--- config.mk ---
export PLATFORM = sky130hd
export DESIGN_NAME = clint_bus_bridge
export DESIGN_NICKNAME = d
export VERILOG_FILES = /design/src/rtl/clint_bridge_pkg.sv /design/src/rtl/clint_be_merge.sv /design/src/rtl/clint_bus_bridge.sv
export SDC_FILE = /design/constraint.sdc
export NUM_CORES = 1
export LEC_CHECK = 0
export BUFFER_PORTS_ARGS = -buffer_cell sky130_fd_sc_hd__clkbuf_2
export CAP_MARGIN = 20
export CORE_MARGIN = 2
export CORE_UTILIZATION = 50
export CTS_CLUSTER_DIAMETER = 30
export DETAILED_ROUTE_END_ITERATION = 6
export HOLD_SLACK_MARGIN = 0.15
export PLACE_DENSITY = 0.79
export SYNTH_ARGS = -nofsm -noshare
export SYNTH_HDL_FRONTEND = slang
export SYNTH_SLANG_ARGS = --single-unit
--- constraint.sdc ---
create_clock -name CLK -period 4.5 [get_ports CLK]
set_clock_uncertainty 0.15 [all_clocks]
set_input_delay 0.675 -clock CLK [delete_from_list [all_inputs] [get_ports CLK]]
set_output_delay 0.675 -clock CLK [all_outputs]
set_load 0.03 [all_outputs]
--- src/rtl/clint_bridge_pkg.sv ---
// rtl/clint_bridge_pkg.sv - shared state encoding, CLINT offsets and window decode for clint_bus_bridge
package clint_bridge_pkg;

    typedef enum logic [2:0] {
        ST_IDLE    = 3'd0,
        ST_ISSUE   = 3'd1,
        ST_CAPTURE = 3'd2,
        ST_WRITE   = 3'd3,
        ST_RSP     = 3'd4
    } state_e;

    localparam logic [3:0]  BE_FULL       = 4'hF;

    localparam logic [15:0] MSIP_BASE     = 16'h0000;
    localparam logic [15:0] MTIMECMP_BASE = 16'h4000;
    localparam logic [15:0] MTIME_LO      = 16'hBFF8;
    localparam logic [15:0] MTIME_HI      = 16'hBFFC;

    // Unsigned distance from base: addresses below base wrap to huge values and fail too.
    function automatic logic in_window(input logic [31:0] addr,
                                       input logic [31:0] base,
                                       input logic [31:0] span);
        logic [31:0] rel;
        rel = addr - base;
        return rel < span;
    endfunction

endpackage

--- src/rtl/clint_be_merge.sv ---
// rtl/clint_be_merge.sv - byte-lane merge of new store data over the old CLINT word
module clint_be_merge
    import clint_bridge_pkg::*;
(
    input  logic [3:0]  be_i,
    input  logic [31:0] new_i,
    input  logic [31:0] old_i,
    output logic [31:0] merged_o
);

    always_comb begin
        merged_o = old_i;
        for (int k = 0; k < 4; k++) begin
            if (be_i[k]) begin
                merged_o[8*k +: 8] = new_i[8*k +: 8];
            end
        end
    end

endmodule

--- src/rtl/clint_bus_bridge.sv ---
// rtl/clint_bus_bridge.sv - CPU data-bus to CLINT register port bridge with read-modify-write
// Optional macro CLINT_BRIDGE_ERR_EN: report out-of-window / misaligned accesses via o_rsp_err.
module clint_bus_bridge
    import clint_bridge_pkg::*;
#(
    parameter logic [31:0] BASE_ADDR = 32'h6000_0000,
    parameter logic [31:0] ADDR_SPAN = 32'h0001_0000
) (
    input  logic        CLK,
    input  logic        RST_X,
    input  logic        i_req_valid,
    output logic        o_req_ready,
    input  logic [31:0] i_req_addr,
    input  logic        i_req_we,
    input  logic [31:0] i_req_wdata,
    input  logic [3:0]  i_req_be,
    output logic        o_rsp_valid,
    input  logic        i_rsp_ready,
    output logic [31:0] o_rsp_rdata,
    output logic        o_rsp_err,
    output logic [15:0] o_clint_offset,
    output logic        o_clint_we,
    output logic [31:0] o_clint_wdata,
    input  logic [31:0] i_clint_rdata
);

    localparam logic [15:0] BASE_LO = BASE_ADDR[15:0];

    state_e      state_q, state_d;
    logic        we_q, we_d;
    logic [31:0] wdata_q, wdata_d;
    logic [3:0]  be_q, be_d;
    logic [15:0] offset_q, offset_d;
    logic [31:0] clint_wdata_q, clint_wdata_d;
    logic [31:0] rdata_q, rdata_d;

    logic        accept;
    logic        req_err;
    logic [31:0] merged;

    assign accept  = (state_q == ST_IDLE) && i_req_valid;
    assign req_err = !in_window(i_req_addr, BASE_ADDR, ADDR_SPAN) || (i_req_addr[1:0] != 2'b00);

    clint_be_merge u_merge (
        .be_i     (be_q),
        .new_i    (wdata_q),
        .old_i    (i_clint_rdata),
        .merged_o (merged)
    );

    always_comb begin
        state_d       = state_q;
        we_d          = we_q;
        wdata_d       = wdata_q;
        be_d          = be_q;
        offset_d      = offset_q;
        clint_wdata_d = clint_wdata_q;
        rdata_d       = rdata_q;

        case (state_q)
            ST_IDLE: begin
                if (accept) begin
                    we_d     = i_req_we;
                    wdata_d  = i_req_wdata;
                    be_d     = i_req_be;
                    offset_d = i_req_addr[15:0] - BASE_LO;
                    rdata_d  = '0;
                    // Errors and empty stores respond at once without touching the CLINT.
                    if (req_err || (i_req_we && (i_req_be == 4'h0))) begin
                        state_d = ST_RSP;
                    end else if (!i_req_we) begin
                        state_d = ST_ISSUE;
                    end else if (i_req_be == BE_FULL) begin
                        clint_wdata_d = i_req_wdata;
                        state_d       = ST_WRITE;
                    end else begin
                        state_d = ST_ISSUE;
                    end
                end
            end
            ST_ISSUE: begin
                state_d = ST_CAPTURE;
            end
            ST_CAPTURE: begin
                if (we_q) begin
                    clint_wdata_d = merged;
                    state_d       = ST_WRITE;
                end else begin
                    rdata_d = i_clint_rdata;
                    state_d = ST_RSP;
                end
            end
            ST_WRITE: begin
                state_d = ST_RSP;
            end
            ST_RSP: begin
                if (i_rsp_ready) begin
                    state_d = ST_IDLE;
                end
            end
            default: begin
                state_d = ST_IDLE;
            end
        endcase
    end

    always_ff @(posedge CLK or negedge RST_X) begin
        if (!RST_X) begin
            state_q       <= ST_IDLE;
            we_q          <= 1'b0;
            wdata_q       <= '0;
            be_q          <= '0;
            offset_q      <= '0;
            clint_wdata_q <= '0;
            rdata_q       <= '0;
        end else begin
            state_q       <= state_d;
            we_q          <= we_d;
            wdata_q       <= wdata_d;
            be_q          <= be_d;
            offset_q      <= offset_d;
            clint_wdata_q <= clint_wdata_d;
            rdata_q       <= rdata_d;
        end
    end

`ifdef CLINT_BRIDGE_ERR_EN
    logic err_q, err_d;

    assign err_d = accept ? req_err : err_q;

    always_ff @(posedge CLK or negedge RST_X) begin
        if (!RST_X) begin
            err_q <= 1'b0;
        end else begin
            err_q <= err_d;
        end
    end

    assign o_rsp_err = err_q;
`else
    assign o_rsp_err = 1'b0;
`endif

    assign o_req_ready    = (state_q == ST_IDLE);
    assign o_rsp_valid    = (state_q == ST_RSP);
    assign o_clint_we     = (state_q == ST_WRITE);
    assign o_clint_offset = offset_q;
    assign o_clint_wdata  = clint_wdata_q;
    assign o_rsp_rdata    = rdata_q;

endmodule
# Yosys cells after proc, flatten, opt, wreduce, memory -nomap -nowiden
# Cells that the tools add are included.
[op_classes]
add_sub_neg = 1
order_cmp = 1
eq_ne = 12
n_mux = 20
n_reduce_logical = 13
[ops]
columns = ["op", "n"]
rows = [
  ["$mux 32", 7],
  ["$pmux 32 s2", 2],
  ["$lt 32x17->1 const B", 1],
  ["$mux 8", 4],
  ["$sub 32x31->32 const B", 1],
  ["$pmux 3 s5", 1],
  ["$mux 3", 4],
  ["$ne 2x1->1 const B", 4],
  ["$eq 3x2->1 const B", 2],
  ["$ne 2x2->1 const B", 3],
  ["$reduce_and 6->1", 1],
  ["$eq 4x4->1 const B", 1],
  ["$logic_not 4->1", 1],
  ["$mux 2", 2],
  ["$reduce_and 2->1", 2],
  ["$reduce_bool 2->1", 2],
  ["$eq 3x1->1 const B", 1],
  ["$eq 3x3->1 const B", 1],
  ["$logic_not 3->1", 1],
  ["$reduce_and 3->1", 1],
  ["$logic_and 1x1->1", 2],
  ["$logic_or 1x1->1", 2],
  ["$logic_not 1->1", 1],
]
[totals]
reg_bits = 120
in_bits = 105
wordCells = 54

# Logic depth before layout (Yosys ltp)
[logic_depth]
word_depth = 8
mapped_depth = 8
depth_no_buf = 6

# By module
# From an unflattened synthesis, not the netlist that was laid out.
[unflattened]
hier_cells = 544
hier_area_um2 = 5536.6
[by_module_without_submodules]
columns = ["module", "n_inst", "cells_each", "area_per_inst_um2", "seq_area_each_um2"]
rows = [
  ["clint_bus_bridge", 1, 508, 5011.1, 3002.9],
  ["clint_be_merge", 1, 36, 525.5, 0.0],
]

# Least setup slack after synthesis
# OpenSTA, ideal clock, no wires.
[synth_timing]
path_kind = "input to register"
startpoint = "input port i_req_addr[29]"
endpoint = "register clint_wdata_q[0] (netlist: o_clint_wdata[0])"
setup_time_ns = 0.123
arrival_ns = 2.405
required_time_ns = 4.227
path_slack_ns = 1.822
path_stages = 7
path_buffers = 2
cell_sequence = "ha_1 > xnor2_1 > or4_1 > or4_4 > buf_6 > buf_6 > o221a_1"
[synth_between]
elab_chain_len = 7
[synth_lines]
columns = ["item", "line_no", "source"]
rows = [
  ["from (decl)", "clint_bus_bridge.sv:13", "input logic [31:0] i_req_addr,"],
  ["$sub 32x31->32", "clint_bridge_pkg.sv:24", "rel = addr - base;"],
  ["$lt 32x17->1", "clint_bridge_pkg.sv:25", "return rel < span;"],
  ["$logic_not 1->1", "clint_bus_bridge.sv:42", "assign req_err = !in_window(i_req_addr, BASE_ADDR, ADDR_SPAN) || (i_req_addr[1:0] != 2'b00);"],
  ["$logic_or 1x1->1", "clint_bus_bridge.sv:42", ""],
  ["$logic_or 1x1->1", "clint_bus_bridge.sv:69", "if (req_err || (i_req_we && (i_req_be == 4'h0))) begin"],
  ["$ne 2x2->1 (no source line)", "n/a", ""],
  ["$reduce_and 6->1 (no source line)", "n/a", ""],
  ["to (signal assigned)", "clint_bus_bridge.sv:122", "clint_wdata_q <= clint_wdata_d;"],
  ["to (decl)", "clint_bus_bridge.sv:34", "logic [31:0] clint_wdata_q, clint_wdata_d;"],
]
# Every way passes these cells.
# A chain may end at the register's enable or synchronous reset.

# Worst setup path in the final report
[layout_timing]
startpoint = "register state_q[1]"
endpoint = "register rdata_q[22] (netlist: o_rsp_rdata[22])"
[layout_between]
elab_chain_len = 4
word_cells_on_any_way = 8
classes_between = "eq/ne (3); mux (1); reduce/logical (4)"
[layout_lines]
columns = ["item", "line_no", "source"]
rows = [
  ["from (decl)", "clint_bus_bridge.sv:29", "state_e state_q, state_d;"],
  ["from (signal assigned)", "clint_bus_bridge.sv:117", "state_q <= state_d;"],
  ["$logic_not 3->1", "clint_bus_bridge.sv:41, clint_bus_bridge.sv:60", ""],
  ["$logic_and 1x1->1", "clint_bus_bridge.sv:41", "assign accept = (state_q == ST_IDLE) && i_req_valid;"],
  ["$ne 2x1->1 (no source line)", "n/a", ""],
  ["$reduce_and 3->1 (no source line)", "n/a", ""],
  ["to (signal assigned)", "clint_bus_bridge.sv:123", "rdata_q <= rdata_d;"],
  ["to (decl)", "clint_bus_bridge.sv:35", "logic [31:0] rdata_q, rdata_d;"],
]
# Several ways; a longest one is shown, not always the timed one.

==> results.json <==
{
  "outcome": "complete, no violations",
  "cts_tree": "built",
  "grt_max_degree": 64,
  "synth_top_area_share_pct": 56.23,
  "clockBufferDepth": 2,
  "yosysMostFrequentCell": "nand2_1",
  "placed_cells": 841,
  "timing.rr.start": "state_q[1]",
  "antenna_cells": 0,
  "hold_buffers": 1,
  "ys.flop_type": "dfrtp_1",
  "synthTopCellsByArea": "dfrtp_1 56%, nand2_1 14%, o221a_1 6.3%, mux2i_1 6.0%, nand3_1 3.1%",
  "place.gp.congestion": 0.8323,
  "yosys.area.top_type": "dfrtp_1",
  "insertion_delay_ns": 0.51,
  "synthToLayoutAreaGrowth_pct": 29.73,
  "drv_cap": 0,
  "cts_max_level": 4,
  "rsz0062_at_grt": "no",
  "drt.antenna.violating_nets": 0,
  "finalSetupViolations": 0,
  "synth_commonest_cells": "196 x nand2_1, 120 x dfrtp_1, 33 x inv_1, 33 x nand3_1, 33 x o21ai_0",
  "synth_seq_cells": 120,
  "hold_path_class": "in -> reg",
  "crit_path_end_kind": "register",
  "grt_pass1_wl_mm": 22.63,
  "syn_avg_cell_area_um2": 9.709,
  "dr.pass1.iters": 4,
  "syn-cell-area_mm2": 0.005340,
  "route.detailed.drc": 0,
  "core_area_mm2": 0.01037,
  "max_freq_ghz": 0.3444,
  "cp-start-kind": "register",
  "worstMarginPinSlew_ns": 1.002,
  "wl_met1_mm": 5.983,
  "synth-seq-area-share_pct": 56.23,
  "grt_pass1_vias": 4608,
  "clock_sinks": 120,
  "dp_hpwl_mm": 9.678,
  "syn_inst": 550,
  "post-route-period-util_pct": 64.53,
  "final_cell_count_no_fill": 875,
  "finish.utilization_pct": 66.81,
  "async_flop_share_pct": 100.0,
  "die_height_um": 107.3,
  "dieArea_mm2": 0.01152,
  "drt-initial-drc-count": 295,
  "fin_crit_ns": 2.904,
  "required_ns": 4.76,
  "grt_usage_pct": 25.19,
  "hold_start": "i_req_addr[2]",
  "crit_fanout": 63,
  "crit_start": "state_q[1]",
  "grt_overflow": 0,
  "fill_cells": 840,
  "io_buffers": 187,
  "cts_root_buffer": "clkbuf_8",
  "path_class": "reg -> reg",
  "clk_pin_slew_ns": 0.06,
  "synth_edf_count": 0,
  "crit_path_cell_trace": "nor2b_1, nor2b_4, buf_4, a21o_2, nand3_1, o21ai_0",
  "drt-vias-per-instance": 5.352,
  "final_net_count": 832,
  "critical_path_arrival_ns": 3.17,
  "wl_met2_mm": 7.142,
  "hold_viol": 0,
  "cts_made_buffers": 17,
  "route.detailed.wl_per_inst_um": 16.18,
  "num_rows": 37,
  "drive_gt1_share_pct": 31.53,
  "io_pins": 189,
  "slew_violations": 0,
  "p_per_area_mw_per_mm2": 440.7,
  "die_x_um": 107.3,
  "routed.top_layer": "met4",
  "yosysUniqueCellTypes": 33,
  "syn_nets": 656,
  "ys.warnings.count": 0,
  "crit_slowest_cell": "a21o_2",
  "ctsResizeCount": 0,
  "initial_core_util_pct": 51.50,
  "vias": 4683,
  "critPathMaxStageDelay_ns": 0.85,
  "routed_wl_mm": 14.15,
  "slew-limit-headroom_pct": 33.19,
  "p_leak_nw": 3.408,
  "postCtsSetupBuffers": 0,
  "antenna_found_initial": 0,
  "vdd_ir_drop_max_mv": 0.2260,
  "wl_met3_um": 847,
  "finalSetupTns_ns": 0
}
==> final timing paths <==
path	end	slack [ns]	cells after the start
max	o_rsp_rdata[22]	1.60	6
min in group asynchronous	o_rsp_rdata[8]	0.56	2
max reg2reg	o_rsp_rdata[22]	1.60	6
min reg2reg	o_clint_offset[2]	0.32	2
min	o_clint_offset[2]	0.21	3
max in group asynchronous	o_clint_wdata[25]	2.62	3
==> routing by layer <==
layer	GRT usage [%]	vias up
li1	-	2192
met1	33.03	2302
met2	41.73	172
met3	4.903	17
met4	9.341	0
met5	0	-
==> power by group <==
group	internal, W	switching [W]
sequential	0.00118	0.0000882
combinational	0.000154	0.000257
clock	0.000903	0.000473
==> critical path: cells and delay by family (launching register included) <==
kind / cells / cell delay (ns)
compound gates: 2 / 0.97
simple gates: 3 / 0.90
flops: 1 / 0.42
buf+inv: 1 / 0.35
==> final cells by class <==
cell class	instances	area [um2]	share of cell area (%)
Clock buffer	22	473.0	6.827
Clock inverter	10	142.6	2.059
Inverter	33	123.9	1.788
Multi-Input combinational cell	359	2002	28.90
Sequential cell	120	3003	43.34
Tap cell	136	170.2	2.456
Timing Repair Buffer	195	1013	14.63
==> layout by cell type, fill, tap and decap left out, types with 2 or more instances in the layout <==
| master | instances |
|---|---|
| nand2_1 | 195 |
| clkbuf_2 | 186 |
| dfrtp_1 | 120 |
| nand3_1 | 33 |
| o21ai_0 | 33 |
| inv_1 | 33 |
| mux2i_1 | 32 |
| o221a_1 | 30 |
| clkbuf_16 | 16 |
| buf_4 | 7 |
| nor4_1 | 6 |
| clkbuf_8 | 5 |
| and2_1 | 4 |
| clkinvlp_4 | 4 |
| nor2_1 | 3 |
| bufinv_16 | 3 |
| nor2b_1 | 2 |
| nand4_1 | 2 |
| o221a_2 | 2 |
| clkinv_4 | 2 |
==> registers in the layout, indices dropped and copies added, names as in the netlist <==
| name | cells |
|---|---|
| be_q | 4 |
| o_clint_offset | 16 |
| o_clint_wdata | 32 |
| o_rsp_rdata | 32 |
| state_q | 3 |
| wdata_q | 32 |
| we_q | 1 |
==> cell families after synthesis <==
family | Yosys count | synth area share (%)
xor+xnor | 1 | 0.1640
fa+ha+maj | 1 | 0.2343
mux | 32 | 5.998
compound gates | 68 | 10.33
buf+inv | 71 | 6.607
flops | 120 | 56.23
simple gates | 256 | 20.36
other cells | 1 | 0.07022
==> per-stage QoR <==
step | worst slack [ns] | hold WS [ns] | total power (W) | cell area [um2]
finish | 1.596 | 0.2072 | 0.003053 | 6928
global route | 1.322 | 0.2015 | 0.003183 | 6928
floorplan | 1.822 | 0.2294 | 0.001516 | 5340
detailed placement | 1.455 | 0.3122 | 0.001688 | 6282
global placement | 1.498 | 0.3067 | 0.001666 | 6282
CTS | 1.600 | 0.1867 | 0.003073 | 6908
Note: power is estimated with default switching activity, not from simulation.
